$ cat config.mk
export PLATFORM = sky130hd
export DESIGN_NAME = i2s_capture_flat
export DESIGN_NICKNAME = d
export VERILOG_FILES = /design/src/rtl/i2s_pkg.sv /design/src/rtl/i2s_capture_if.sv /design/src/rtl/i2s_sync_edge.sv /design/src/rtl/i2s_capture.sv /design/src/flat_wrapper.sv
export SDC_FILE = /design/constraint.sdc
export NUM_CORES = 1
export LEC_CHECK = 0
export ABC_AREA = 1
export CORE_MARGIN = 2
export CORE_UTILIZATION = 37
export CTS_BUF_LIST = sky130_fd_sc_hd__clkbuf_2
export DETAILED_ROUTE_END_ITERATION = 10
export PLACE_DENSITY = 0.67
export RECOVER_POWER = 100
export SLEW_MARGIN = 5
export SYNTH_ARGS = -nofsm -noshare
export SYNTH_HDL_FRONTEND = slang
export SYNTH_HIERARCHICAL = 1
export SYNTH_SLANG_ARGS = --single-unit
$ cat constraint.sdc
create_clock -name clk -period 4.4 [get_ports clk]
set_input_delay 1.32 -clock clk [delete_from_list [all_inputs] [get_ports clk]]
set_output_delay 1.32 -clock clk [all_outputs]
set_load 0.01 [all_outputs]
$ cat src/rtl/i2s_pkg.sv
`default_nettype none
// ============================================================================
// Module   : i2s_pkg
// Brief    : Shared constants for the I2S capture path (widths, channels, FSM).
// Revision : 1.0  initial release
// ============================================================================
package i2s_pkg;

  localparam int c_DEFAULT_BITSIZE     = 16;
  localparam int c_DEFAULT_SYNC_STAGES = 2;

  localparam logic c_LEFT  = 1'b0;
  localparam logic c_RIGHT = 1'b1;

  localparam logic [0:0] c_ST_SYNC = 1'b0;
  localparam logic [0:0] c_ST_RUN  = 1'b1;

  typedef enum logic [0:0] {
    ST_SYNC = c_ST_SYNC,
    ST_RUN  = c_ST_RUN
  } state_t;

endpackage
`default_nettype wire

$ cat src/rtl/i2s_capture_if.sv
`default_nettype none
// ============================================================================
// Module   : i2s_capture_if
// Brief    : I2S serial inputs plus stereo-pair valid/ready output bundle.
// Revision : 1.0  initial release
// ============================================================================
interface i2s_capture_if
  import i2s_pkg::*;
#(
  parameter int BITSIZE = c_DEFAULT_BITSIZE
) ();

  logic               bclk;
  logic               lrclk;
  logic               sdata;
  logic [BITSIZE-1:0] left_chan;
  logic [BITSIZE-1:0] right_chan;
  logic               out_valid;
  logic               out_ready;
  logic               overrun;
  logic               short_word;
  logic               synced;

  modport slave (
    input  bclk, lrclk, sdata, out_ready,
    output left_chan, right_chan, out_valid, overrun, short_word, synced
  );

  modport master (
    output bclk, lrclk, sdata, out_ready,
    input  left_chan, right_chan, out_valid, overrun, short_word, synced
  );

endinterface
`default_nettype wire

$ cat src/rtl/i2s_sync_edge.sv
`default_nettype none
// ============================================================================
// Module   : i2s_sync_edge
// Brief    : Equal-depth synchroniser for an edge input and data bits, with
//            a one-clk rising-edge strobe on the edge input.
// Revision : 1.0  initial release
// ============================================================================
module i2s_sync_edge
  import i2s_pkg::*;
#(
  parameter int DATA_W = 2,
  parameter int STAGES = c_DEFAULT_SYNC_STAGES
) (
  input  logic              clk,
  input  logic              rst,
  input  logic              i_edge,
  input  logic [DATA_W-1:0] i_data,
  output logic              o_rise,
  output logic [DATA_W-1:0] o_data
);

  logic [DATA_W:0] r_chain [STAGES];
  logic [DATA_W:0] w_last;
  logic            r_prev;

  // Edge and data share one chain so the data seen at a strobe is aligned.
  always_ff @(posedge clk) begin
    r_chain[0] <= {i_data, i_edge};
    for (int i = 1; i < STAGES; i++) begin
      r_chain[i] <= r_chain[i-1];
    end
  end

  assign w_last = r_chain[STAGES-1];

  // Reset to 1 so a high bclk at reset release is not taken as a rise.
  always_ff @(posedge clk) begin
    if (rst) begin
      r_prev <= 1'b1;
    end else begin
      r_prev <= w_last[0];
    end
  end

  assign o_rise = w_last[0] & ~r_prev;
  assign o_data = w_last[DATA_W:1];

endmodule
`default_nettype wire

$ cat src/rtl/i2s_capture.sv
`default_nettype none
// ============================================================================
// Module   : i2s_capture
// Brief    : I2S receiver: bit deserialiser, frame alignment and stereo-pair
//            valid/ready holding register with overrun/short-word status.
// Revision : 1.0  initial release
// ============================================================================
module i2s_capture
  import i2s_pkg::*;
#(
  parameter int BITSIZE     = c_DEFAULT_BITSIZE,
  parameter int SYNC_STAGES = c_DEFAULT_SYNC_STAGES
) (
  input  logic          clk,
  input  logic          rst,
  i2s_capture_if.slave  bus
);

  localparam int c_CW = $clog2(BITSIZE + 1);
  localparam int c_IW = (BITSIZE > 1) ? $clog2(BITSIZE) : 1;
  localparam logic [c_CW-1:0]    c_FULL = c_CW'(BITSIZE);
  localparam logic [BITSIZE-1:0] c_MSB  = BITSIZE'(1) << (BITSIZE - 1);

  logic               w_rise;
  logic [1:0]         w_data;
  logic               w_lr;
  logic               w_bit;
  logic               r_lr_d;
  logic               r_ch_prev;
  logic [BITSIZE-1:0] r_shift;
  logic [c_CW-1:0]    r_count;
  logic [c_IW-1:0]    w_idx;
  logic               w_full;
  logic               w_boundary;
  logic               w_commit;
  logic               w_pair;
  logic [BITSIZE-1:0] r_stage;
  logic               r_stage_ok;
  logic [BITSIZE-1:0] r_left_out;
  logic [BITSIZE-1:0] r_right_out;
  logic               r_valid;
  logic               r_overrun;
  logic               r_short;
  state_t             r_state;
  state_t             w_next;

  i2s_sync_edge #(
    .DATA_W (2),
    .STAGES (SYNC_STAGES)
  ) u_sync (
    .clk    (clk),
    .rst    (rst),
    .i_edge (bus.bclk),
    .i_data ({bus.sdata, bus.lrclk}),
    .o_rise (w_rise),
    .o_data (w_data)
  );

  assign w_lr  = w_data[0];
  assign w_bit = w_data[1];

  // I2S one-bit delay: a bit belongs to the channel selected one bclk earlier.
  assign w_boundary = w_rise && (r_lr_d != r_ch_prev);
  assign w_commit   = w_boundary && (r_state == ST_RUN);
  assign w_pair     = w_commit && (r_ch_prev == c_RIGHT) && r_stage_ok;
  assign w_full     = (r_count == c_FULL);
  assign w_idx      = c_IW'(BITSIZE - 1 - int'(r_count));

  always_ff @(posedge clk) begin
    if (rst) begin
      r_state <= ST_SYNC;
    end else begin
      r_state <= w_next;
    end
  end

  always_comb begin
    w_next = r_state;
    if ((r_state == ST_SYNC) && w_boundary && (r_lr_d == c_LEFT)) begin
      w_next = ST_RUN;
    end
  end

  // Words are built left-justified, so short words need no realignment.
  always_ff @(posedge clk) begin
    if (rst) begin
      r_lr_d     <= c_LEFT;
      r_ch_prev  <= c_LEFT;
      r_shift    <= '0;
      r_count    <= '0;
      r_stage    <= '0;
      r_stage_ok <= 1'b0;
    end else if (w_rise) begin
      r_lr_d    <= w_lr;
      r_ch_prev <= r_lr_d;
      if (w_boundary) begin
        r_shift <= w_bit ? c_MSB : '0;
        r_count <= c_CW'(1);
      end else if (!w_full) begin
        r_shift[w_idx] <= w_bit;
        r_count        <= r_count + c_CW'(1);
      end
      if (w_commit) begin
        if (r_ch_prev == c_LEFT) begin
          r_stage    <= r_shift;
          r_stage_ok <= 1'b1;
        end else begin
          r_stage_ok <= 1'b0;
        end
      end
    end
  end

  always_ff @(posedge clk) begin
    if (rst) begin
      r_left_out  <= '0;
      r_right_out <= '0;
      r_valid     <= 1'b0;
      r_overrun   <= 1'b0;
      r_short     <= 1'b0;
    end else begin
      r_short <= w_commit && !w_full;
      if (w_pair && (!r_valid || bus.out_ready)) begin
        r_left_out  <= r_stage;
        r_right_out <= r_shift;
        r_valid     <= 1'b1;
      end else if (w_pair) begin
        r_overrun <= 1'b1;
      end else if (r_valid && bus.out_ready) begin
        r_valid <= 1'b0;
      end
    end
  end

  assign bus.left_chan  = r_left_out;
  assign bus.right_chan = r_right_out;
  assign bus.out_valid  = r_valid;
  assign bus.overrun    = r_overrun;
  assign bus.short_word = r_short;
  assign bus.synced     = (r_state == ST_RUN);

endmodule
`default_nettype wire

$ cat src/flat_wrapper.sv
// flat-port wrapper written by rule: the top's interface ports become plain ports
module i2s_capture_flat import i2s_pkg::*;
#(
  parameter int BITSIZE     = c_DEFAULT_BITSIZE,
  parameter int SYNC_STAGES = c_DEFAULT_SYNC_STAGES
)
  (clk, rst, bus_bclk, bus_lrclk, bus_sdata, bus_out_ready, bus_left_chan, bus_right_chan, bus_out_valid, bus_overrun, bus_short_word, bus_synced);
  i2s_capture_if #(.BITSIZE(BITSIZE)) bus_i ();
  input  logic clk;
  input  logic rst;
  input wire logic [$bits(bus_i.bclk)-1:0] bus_bclk;
  input wire logic [$bits(bus_i.lrclk)-1:0] bus_lrclk;
  input wire logic [$bits(bus_i.sdata)-1:0] bus_sdata;
  input wire logic [$bits(bus_i.out_ready)-1:0] bus_out_ready;
  output wire logic [$bits(bus_i.left_chan)-1:0] bus_left_chan;
  output wire logic [$bits(bus_i.right_chan)-1:0] bus_right_chan;
  output wire logic [$bits(bus_i.out_valid)-1:0] bus_out_valid;
  output wire logic [$bits(bus_i.overrun)-1:0] bus_overrun;
  output wire logic [$bits(bus_i.short_word)-1:0] bus_short_word;
  output wire logic [$bits(bus_i.synced)-1:0] bus_synced;
  assign bus_i.bclk = bus_bclk;
  assign bus_i.lrclk = bus_lrclk;
  assign bus_i.sdata = bus_sdata;
  assign bus_i.out_ready = bus_out_ready;
  assign bus_left_chan = bus_i.left_chan;
  assign bus_right_chan = bus_i.right_chan;
  assign bus_out_valid = bus_i.out_valid;
  assign bus_overrun = bus_i.overrun;
  assign bus_short_word = bus_i.short_word;
  assign bus_synced = bus_i.synced;
  i2s_capture #(.BITSIZE(BITSIZE), .SYNC_STAGES(SYNC_STAGES)) u_core (.clk(clk), .rst(rst), .bus(bus_i));
endmodule
* Yosys cells after proc, flatten, opt, wreduce, memory -nomap -nowiden *
Memories as Yosys holds them, arrays and structs flattened.
Index checks and enable logic that the tools add are counted.

word-level totals
  flip-flop bits (word level) = 77
  RAM bits = 6
  bits of input ports = 6
  output and inout bits = 36
  logic and storage cells = 59
  memories kept = 1

memory list
  name                   words  bits a word  rd ports  clocked after Yosys merged registers in  write ports  line                 RTL
  u_core.u_sync.r_chain  2      3            2         0                                        2            i2s_sync_edge.sv:22  logic [DATA_W:0] r_chain [STAGES];

cells by class
  add/sub/neg operators = 2
  $lt $le $gt $ge = 2
  equal/unequal tests = 4
  multiplexer cells = 12
  bitwise gates (word level) = 6
  reductions and logical operators = 19

operators with widths
  operator                                                                              count
  16-bit two-way mux                                                                    3
  16-bit bitwise mux                                                                    1
  1-bit logical AND                                                                     10
  5-bit two-way mux                                                                     2
  2-bit AND reduction                                                                   4
  5-bit by 1-bit adder with 5-bit output (second input constant)                        1
  5-bit equality test (second input constant)                                           1
  4-bit by 5-bit less-than comparator with 1-bit output (second input constant)         1
  1-bit two-way mux                                                                     5
  1-bit NOT                                                                             5
  1-bit demux with 4-bit select                                                         1
  4-bit by 1-bit greater-or-equal comparator with 1-bit output (second input constant)  1
  2-bit != test (second input constant)                                                 2
  4-bit subtractor (first input constant)                                               1
  3-bit AND reduction                                                                   1
  1-bit logical NOT                                                                     2
  2-bit nonzero test                                                                    1
  1-bit bitwise AND                                                                     1
  1-bit logical OR                                                                      1
  1-bit != test                                                                         1

* Depth between registers and ports, before layout *
  depth in word-level cells = 9
  gate-level depth with buffers = 9
  gate-level depth less buffers = 8

* By module *
Netlist, hierarchy kept.

modules (own cells, without submodules)
  module         times used  cells each  area an instance (sq um)  sequential area each (sq um)
  i2s_capture    1           401         3139.3                    1521.5
  i2s_sync_edge  1           13          172.7                     140.1

* Least setup slack after synthesis *
Ideal clock, no wire load.

  path kind = in2reg
  start point = input port rst
  end point = register u_core.r_shift[4]
  setup time = 119 ps
  data arrival time = 2066 ps
  data required time = 4281 ps
  slack = 2215 ps
  stages = 6
  path buffers = 1
  cells stage by stage = clkbuf_1 clkinv_1 nand2_2 inv_2 o21ai_0 a21oi_1

RTL lines
  what                             line                RTL
  from (decl)                      flat_wrapper.sv:10  input logic rst;
  to (signal assigned)             i2s_capture.sv:97   r_shift <= w_bit ? c_MSB : '0;
  to (signal, indexed assignment)  i2s_capture.sv:100  r_shift[w_idx] <= w_bit;
  to (decl)                        i2s_capture.sv:30   logic [BITSIZE-1:0] r_shift;

* Worst setup path after layout *
  start point = input port rst
  end point = register u_core.r_stage[4]

RTL lines
  what                  line                RTL
  to (signal assigned)  i2s_capture.sv:105  r_stage <= r_shift;
  to (decl)             i2s_capture.sv:37   logic [BITSIZE-1:0] r_stage;

No word-level cell between the ends.

==> impl_metrics.ini <==
[clock_tree]
path_clk_slew_ns = 0.23
clock_latency_ns = 0.54
cts_resized = 0
cts_buffers = 9
postCtsSetupBuffers = 0
cts_tree = done
htree_levels = 3
clock-sinks = 83
root_buffer = clkbuf_2
clock_path_buffers = 2
cts_hold_buf = 0

[setup_path]
crit_fanout = 42
start_kind = primary input
path_cells = dlygate4sd3_1, clkbuf_1, nor2_1
arrival_ns = 3.32
crit_path_end_kind = flop
cpPeakStageDelay_ns = 1.31
crit_slowest_cell = clkbuf_1
critPathTopFamily = buffers and inverters
worst-path-buf-inv = 2
critPathKind = in -> reg
cp_data_required_time_ns = 4.77

[detailed_routing]
drcViolationCount = 0
via_count = 2711
via_per_inst = 4.867
wl_per_cell_um = 11.90
drt-total-wl_um = 6631
drt_iter0_markers = 181
ant_nets = 0
first_pass_iters = 4

[place]
dpl_cell_area_um2 = 3704
hpwl_um = 4624
gp_congestion = 0.8321
dpl_worst_slack_ns = 1.386
dpl.cell_count = 541
io_buffers = 41

[floorplan]
num_rows = 34
die_area_um2 = 9724
core_region_area_um2 = 8721
start_util_pct = 37.98
die_h_um = 98.61
pin_count = 42
dieWidth_um = 98.61

[worst_hold_path]
hold_path_class = reg -> reg

[global_route]
grt_pass1_wl_um = 11410
antenna_found_initial = 0
grt_usage_pct = 14.23
grt_max_degree = 43
gr-total-overflow = 0
grt_pass1_vias = 2539

[timing]
setup_viol = 0
fin_crit_sh_pct = 66.98
tightest_slew_ns = 1.803
fin_crit_ns = 2.947
fin_skew_ns = 0.03651
hold_viol = 0
setup_ws_ns = 1.453
setup_tns_ns = 0
finalMaxSlewViolations = 43
slew_headroom_pct = -20.19
rsz0062_at_grt = false
timing.fmax_mhz = 339.3

[power_and_ir_drop]
irDropWorstVdd_mv = 0.1592
power_switching_share_pct = 23.32
p_leak_uw = 0.001436
p_switching_uw = 312.1
pwr-share-comb_pct = 3.0
total_power_uw = 1339
pwr-share-clk_pct = 39.9
powerDensity_nw_per_um2 = 345.9
seq_power_share_pct = 57.2
intPower_uw = 1026

[synth]
synth_area_leaders = dfxtp_1, a21oi_1, nand2_1, nand3_1, inv_1
synth_async_sr_flop_share_pct = 0
yosysUniqueCellTypes = 29
yosys-top-cells-count = dfxtp_1, nand2_1, a21oi_1
synth_largest_area_cell = dfxtp_1
yosysWarnings = 6
synth-seq-cells = 83
synth_nets = 424
post_synth.cell_area_avg_um2 = 8.000
synth_edf_count = 0
synthCells = 414
synth_flop_cell = dfxtp_1
synthMostInstantiatedCell = dfxtp_1
seq_area_frac_synth_pct = 50.17
synth_top_cell_area_share_pct = 50.17
syn_area_um2 = 3312

[final_layout]
fin_area_um2 = 3870
diodes = 0
instances_no_fill = 557
drive_above_1_share_pct = 6.682
fin_nets = 454
syn2layout_area_growth_pct = 16.85

[status]
violations = max-capacitance violations, max-slew violations
status = finished with violations

[job]
cap_violations = 1
==> kinds of logic (layout without fill, tap and decap cells) <==
logic type / after synthesis / after routing / synth area share (%)
simple gates: 172 / 172 / 24.44
compound gates: 91 / 91 / 13.83
flops: 83 / 83 / 50.17
buf+inv: 63 / 98 / 9.784
fa+ha+maj: 4 / 4 / 1.511
xor+xnor: 1 / 1 / 0.2645
==> layer usage <==
layer,global-route usage [%],share of wire (%)
met5,0,0
met2,22.97,47
met3,3.050,3.9
met4,7.165,1.8
met1,18.02,47
==> worst reg2reg max path, stage by stage, from the launching register on <==
cell	delay (ns)
dfxtp_1	0.36
inv_1	0.05
nor2_2	0.44
nand4_4	0.17
nor2_4	0.29
buf_4	0.31
nand2_4	0.26
nand2_1	0.15
a21oi_1	0.07
==> path summary, 6_finish.rpt <==
kind | from | endpoint | slack [ns] | depth (start not counted)
hold / removal | u_core/u_sync/r_chain[0][2] | u_core/u_sync/r_chain[0][5] | 0.35 | 0
hold reg to reg | u_core/u_sync/r_chain[0][2] | u_core/u_sync/r_chain[0][5] | 0.35 | 0
setup reg to reg | u_core/u_sync/r_chain[0][3] | u_core/bus.left_chan[0] | 2.13 | 8
setup / recovery | rst | u_core/r_stage[4] | 1.45 | 3
==> cell type report <==
class	instances	area [um2]
clock buffers	9	45.04
inverters	38	147.6
well taps	108	135.1
fillers	861	4851
clock inverters	7	127.6
multi-input cells	268	1324
repair buffers	44	429.2
flip-flops and latches	83	1662
==> stage by stage <==
| step | utilization [%] | hold WS (ns) |
|---|---|---|
| 2_1_floorplan | - | 0.3096 |
| 3_3_place_gp | 42.47 | 0.3120 |
| 3_5_place_dp | 42.47 | 0.3128 |
| 4_1_cts | 44.45 | 0.3506 |
| 5_1_grt | 44.38 | 0.3547 |
| 6_report | 44.38 | 0.3499 |
==> placed cells by master (no fill, tap or decap), types with 2 or more instances in the layout <==
| master | synthesis | layout |
|---|---|---|
| inv_1 | 34 | 35 |
| nor2_4 | 2 | 2 |
| inv_6 | 1 | 4 |
| nand2_1 | 70 | 71 |
| dlygate4sd3_1 | 0 | 40 |
| a21oi_1 | 67 | 67 |
| buf_4 | 2 | 2 |
| nand3_1 | 47 | 47 |
| ha_1 | 4 | 4 |
| nor3_1 | 5 | 5 |
| bufinv_16 | 0 | 3 |
| dfxtp_1 | 83 | 83 |
| nor2_2 | 2 | 2 |
| nor2_1 | 34 | 34 |
| clkbuf_2 | 1 | 9 |
| nand4_1 | 5 | 5 |
| o21ai_0 | 23 | 23 |
==> power groups by stage <==
stage	clock [uW]	combinational (uW)	sequential, uW
2_1_floorplan	0	34.1	777
3_3_place_gp	0	40.0	779
3_5_place_dp	0	41.0	780
4_1_cts	549	41.1	766
5_1_grt	578	44.6	767
6_report	534	39.6	765
==> flip-flops by register name, indices dropped and copies added (netlist names) <==
signal / cells
u_core/bus.left_chan: 16
u_core/bus.out_valid: 1
u_core/bus.overrun: 1
u_core/bus.right_chan: 16
u_core/bus.short_word: 1
u_core/bus.synced: 1
u_core/r_ch_prev: 1
u_core/r_count: 5
u_core/r_lr_d: 1
u_core/r_shift: 16
u_core/r_stage: 16
u_core/r_stage_ok: 1
u_core/u_sync/r_chain: 6
u_core/u_sync/r_prev: 1
(Power assumes the default switching activity.)
==> variant 1: new RTL, same settings <==
`c_DEFAULT_SYNC_STAGES`: 2 -> 8.
--- a/src/rtl/i2s_pkg.sv
+++ b/src/rtl/i2s_pkg.sv
@@ -9,3 +9,3 @@
   localparam int c_DEFAULT_BITSIZE     = 16;
-  localparam int c_DEFAULT_SYNC_STAGES = 2;
+  localparam int c_DEFAULT_SYNC_STAGES = 8;
 
Behaviour: not the same (Yosys sat finds a counterexample within 10 cycles, from zero or initial values and one cycle with rst high).
==> variant 1 against the unedited design <==
The run still ends with capacitance limit, slew limit left; sequential cell count up 18; critical path depth shrank 2; clock power decreased by 22%; area after synthesis increased by 11%; setup slack got worse by 0.049 ns; sequential share of layout area grew 5.3 points; power rose by 4.3%; wire length increased by 4.8%; cell count is 7.5% higher; cell area increased by 8.3%; maximum frequency decreased by 1.6%.
==> variant 1: results (changes against the unedited design) <==
status finished with violations; failing checks capacitance limit, slew limit; Slew Viols, Final 43 (unchanged); vias in the first global route 2754 (+8.5%); VDD IR max 0.157 mV (-1.5%); routed len/inst 11.6 um (-2.5%); Clock Tree Root clkbuf_2; initial antenna violation count 0 (unchanged); layout cells sized above 1 0.0622 (-0.00458); Biggest register u_core/u_sync/r_chain; total track usage 0.136 (-0.00649); post-synthesis sequential area ratio 0.551 (+0.0489); CP delay by family, top buffers and inverters; nets 471 (+3.7%); Pleak 1.55 nW (+8.1%); max FFs per register 24; fillers 970 (+13%); post-synth net total 442 (+4.2%); global-route wire length before repair 12300 um (+7.7%); DP Wirelength 4750 um (+2.6%); Reg clk slew, reported paths 0.26 ns (+0.03 ns); critical path peak fanout 5 (-88%); commonest cells in the netlist 101 x dfxtp_1, 70 x nand2_1, 67 x a21oi_1, 47 x nand3_1; unique cell type count in the Yosys netlist 29 (unchanged); Max Clock Skew 0.0470 ns (+0.0105 ns); Synth area leaders dfxtp_1 55%, a21oi_1 9.1%, nand2_1 7.2%, nand3_1 6.4%, inv_1 3.5%; Hold WC Path Type flop to flop; PortBufs 41 (unchanged); PostCTS Resize Cnt 0 (unchanged); asr flop ratio synth 0 (unchanged); Num CTS Buffers 9 (unchanged); Crit-path slowest cell dlygate4sd3_1; Placer Congestion 0.882 (+6.0%); CTS max path bufs 2 (unchanged); Max transition margin -0.214 (-0.0117); drt via density 4.77 (-1.9%); CTS H-tree lvls 3 (unchanged); number of max-cap violations 1 (unchanged); WP data arrival 1.68 ns (-1.64 ns); drt pass-1 iters 4 (unchanged); crit-path max cell delay 0.64 ns (-0.67 ns); Clock Latency Late Sink 0.56 ns (+0.02 ns); initial DRC count 166 (-8.3%); Post-CTS Setup Repair Bufs 0 (unchanged); ant diodes 0 (unchanged); count of yosys warnings during synthesis 6 (unchanged); pin count of the biggest net entering global routing 43 (unchanged)
## variant 1: cell types whose count changed after synthesis, sizes merged
cell,before,now
dfxtp,83,101
## variant 1: per-layer routing
layer	wire [um]	vias to the layer above	GRT usage
met4	108	0	0.0483
li1	-	1468	-
met1	3270	1314	0.168
met5	0	-	0
met3	321	10	0.0352
met2	3260	68	0.229
## variant 1: path summary, 6_finish.rpt
kind	startpoint	end	slack, ns	cells past startpoint
setup / recovery	u_core/bus.synced	bus_synced	1.40	1
hold / removal	u_core/u_sync/r_chain[0][2]	u_core/u_sync/r_chain[0][5]	0.35	0
setup reg to reg	u_core/u_sync/r_chain[1][9]	u_core/bus.right_chan[13]	2.03	7
hold reg to reg	u_core/u_sync/r_chain[0][2]	u_core/u_sync/r_chain[0][5]	0.35	0
## variant 1: cell families after synthesis
| logic type | Yosys count | synth area share |
|---|---|---|
| adder cells (fa/ha/maj) | 4 | 0.0136 |
| buffers and inverters | 63 | 0.0882 |
| flip-flops | 101 | 0.551 |
| XOR/XNOR | 1 | 0.00239 |
| AND/OR/NAND/NOR | 172 | 0.220 |
| AO/OA/AOI/OAI | 91 | 0.125 |
## variant 1: final cells by class
cell class              count  area (um2)  share of cell area
clock buffers               9        45.0              0.0107
clock inverters             7        63.8              0.0152
inverters                  38         148              0.0352
multi-input cells         268        1320               0.316
flip-flops and latches    101        2020               0.483
well taps                 133         166              0.0397
repair buffers             43         422               0.101
## variant 1: report_power, final
| group | internal (mW) | leakage, nW | total, mW | switching [mW] |
|---|---|---|---|---|
| logic | 0.0111 | 0.660 | 0.0403 | 0.0291 |
| registers | 0.933 | 0.823 | 0.940 | 0.00699 |
| clock network | 0.0909 | 0.0698 | 0.416 | 0.325 |
| total | 1.04 | 1.55 | 1.40 | 0.361 |
## variant 1: through the flow
| stage | instances | instance area [um2] | worst slack [ns] | hold slack (ns) |
|---|---|---|---|---|
| after floorplan | 432 | 3670 | 2.21 | 0.310 |
| after global placement | 583 | 4090 | 1.43 | 0.311 |
| after detailed placement | 583 | 4090 | 1.34 | 0.312 |
| after CTS | 599 | 4200 | 1.39 | 0.350 |
| after global routing | 599 | 4190 | 1.29 | 0.355 |
| final | 599 | 4190 | 1.40 | 0.351 |
==> variant 2: new RTL, same flow settings <==
Without the edit above. Compare `r_count` against `c_FULL` with >= in place of ==.
--- a/src/rtl/i2s_capture.sv
+++ b/src/rtl/i2s_capture.sv
@@ -65,3 +65,3 @@
   assign w_pair     = w_commit && (r_ch_prev == c_RIGHT) && r_stage_ok;
-  assign w_full     = (r_count == c_FULL);
+  assign w_full     = (r_count >= c_FULL);
   assign w_idx      = c_IW'(BITSIZE - 1 - int'(r_count));
Function: same outputs for any inputs over 10 cycles, from zero or initial values and one cycle with rst high; that may be too few to reach the edited logic, so the function may still have changed.
==> variant 2 against the unedited design <==
Utilization rose by 0.20 points; power down 6.1%; area after synthesis rose by 0.26%; sequential cell count did not move; combinational power rose by 16%; cell area up 0.45%; critical path type unchanged; via count up 3.9%; setup slack worse by 0.025 ns; maximum frequency decreased by 0.83%; sequential share of layout area shrank 0.19 points; wire length rose by 6.0%; worst hold slack lost 0.0015 ns; first-iteration DRC count rose by 13%; die area increased by 0.25%.
==> variant 2: results (changes against the unedited design) <==
Placer Congestion 0.857 (+3.0%); drt via density 4.81 (-1.2%); unique cell type count in the Yosys netlist 22 (-24%); top sig layer met4; Max Clock Skew 0.0233 ns (-0.0132 ns); fillers 859 (-0.23%); total track usage 0.152 (+0.0101); CTS H-tree lvls 3 (unchanged); commonest cells in the netlist 83 x dfxtp_1, 72 x a21oi_1, 61 x nand2_1, 54 x inv_1, 54 x nor2_1; initial antenna violation count 0 (unchanged); Reg clk slew, reported paths 0.21 ns (-0.02 ns); Num CTS Buffers 9 (unchanged); met2 Resource Use GR 0.234 (+0.00471); number of max-cap violations 0 (-1); PortBufs 41 (unchanged); Hold WC Path Type flop to flop; metal3 WL 352 um (+37%); Clock Latency Late Sink 0.51 ns (-0.03 ns); ant diodes 0 (unchanged); Net Sw Power 0.294 mW (-5.7%); routed len/inst 12.0 um (+0.80%); critical path peak fanout 52 (+24%); WL met1 3380 um (+7.9%); Post-CTS Setup Repair Bufs 0 (unchanged); post-synthesis sequential area ratio 0.500 (-0.00132); clk pwr 0.446 mW (-16%); met3 usage 0.0277 (-0.00284); CTS max path bufs 2 (unchanged); Max transition margin 0.123 (+0.325); initial DRC count 204 (+13%); Most used DFF post-synth dfxtp_1; nets 483 (+6.4%); Clock Tree Root clkbuf_2; Routed met2 length 3230 um (+3.3%); status finished clean; post-synth net total 456 (+7.5%); WP data arrival 3.42 ns (+0.10 ns); pin count of the biggest net entering global routing 65 (+51%); Pleak 1.58 nW (+9.7%); Compound-Gate Fraction of Synth Area 0.146 (+0.00792); Synth Area in Adders 0.0151 (-0.0000399); DP Wirelength 4770 um (+3.2%); vias in the first global route 2590 (+2.0%); global-route wire length before repair 12200 um (+6.8%); layout cells sized above 1 0.0439 (-0.0229); Comb power frac 0.037 (+0.007); drt pass-1 iters 5 (+1); mux contribution to synthesized area 0 (unchanged); Synth area leaders dfxtp_1 50%, a21oi_1 11%, nand3_1 7.7%, nand2_1 6.9%, inv_1 6.1%; met1 usage 0.210 (+0.0298); VDD IR max 0.135 mV (-15%); XOR/XNOR share of the synthesized area 0.00528 (+0.00263)
==> variant 2: changes by cell type after synthesis, sizes merged, moves of 2 or more <==
cell | before | now
nand3 | 49 | 52
nor2 | 38 | 57
inv | 37 | 57
a21oi | 67 | 72
nand2 | 74 | 61
clkbuf | 12 | 14
nand4 | 6 | 4
nor3 | 5 | 3
==> variant 2: worst paths after layout <==
path / start / end / slack (ns) / cells after the start
max reg2reg: u_core/u_sync/r_chain[0][3] / u_core/bus.left_chan[6] / 1.90 / 8
min reg2reg: u_core/u_sync/r_chain[0][0] / u_core/u_sync/r_chain[0][3] / 0.35 / 0
max: rst / u_core/r_stage[7] / 1.43 / 4
min: u_core/u_sync/r_chain[0][0] / u_core/u_sync/r_chain[0][3] / 0.35 / 0
==> variant 2: cells by family after synthesis <==
| logic type | after synthesis |
|---|---|
| simple gates | 177 |
| compound gates | 96 |
| buf+inv | 84 |
| flops | 83 |
| fa+ha+maj | 4 |
| xor+xnor | 2 |
==> variant 2: cell type report <==
class / count / area share
flip-flops and latches: 83 / 0.427
multi-input cells: 279 / 0.339
repair buffers: 43 / 0.109
inverters: 57 / 0.0550
well taps: 108 / 0.0348
clock inverters: 7 / 0.0232
clock buffers: 9 / 0.0116
==> variant 2: metrics by stage <==
| step | cell area (um2) | setup WS (ns) | power [mW] | std cells |
|---|---|---|---|---|
| floorplan | 3320 | 2.27 | 0.813 | 446 |
| global placement | 3760 | 1.31 | 0.825 | 570 |
| detailed placement | 3760 | 1.31 | 0.826 | 570 |
| CTS | 3890 | 1.51 | 1.28 | 586 |
| global route | 3890 | 1.12 | 1.31 | 586 |
| finish | 3890 | 1.43 | 1.26 | 586 |
==> variant 2: worst max-delay path: stages <==
cell and delay (ns):
dlygate4sd3_1 0.67, inv_1 0.99, o21ai_0 0.23, a21oi_1 0.18
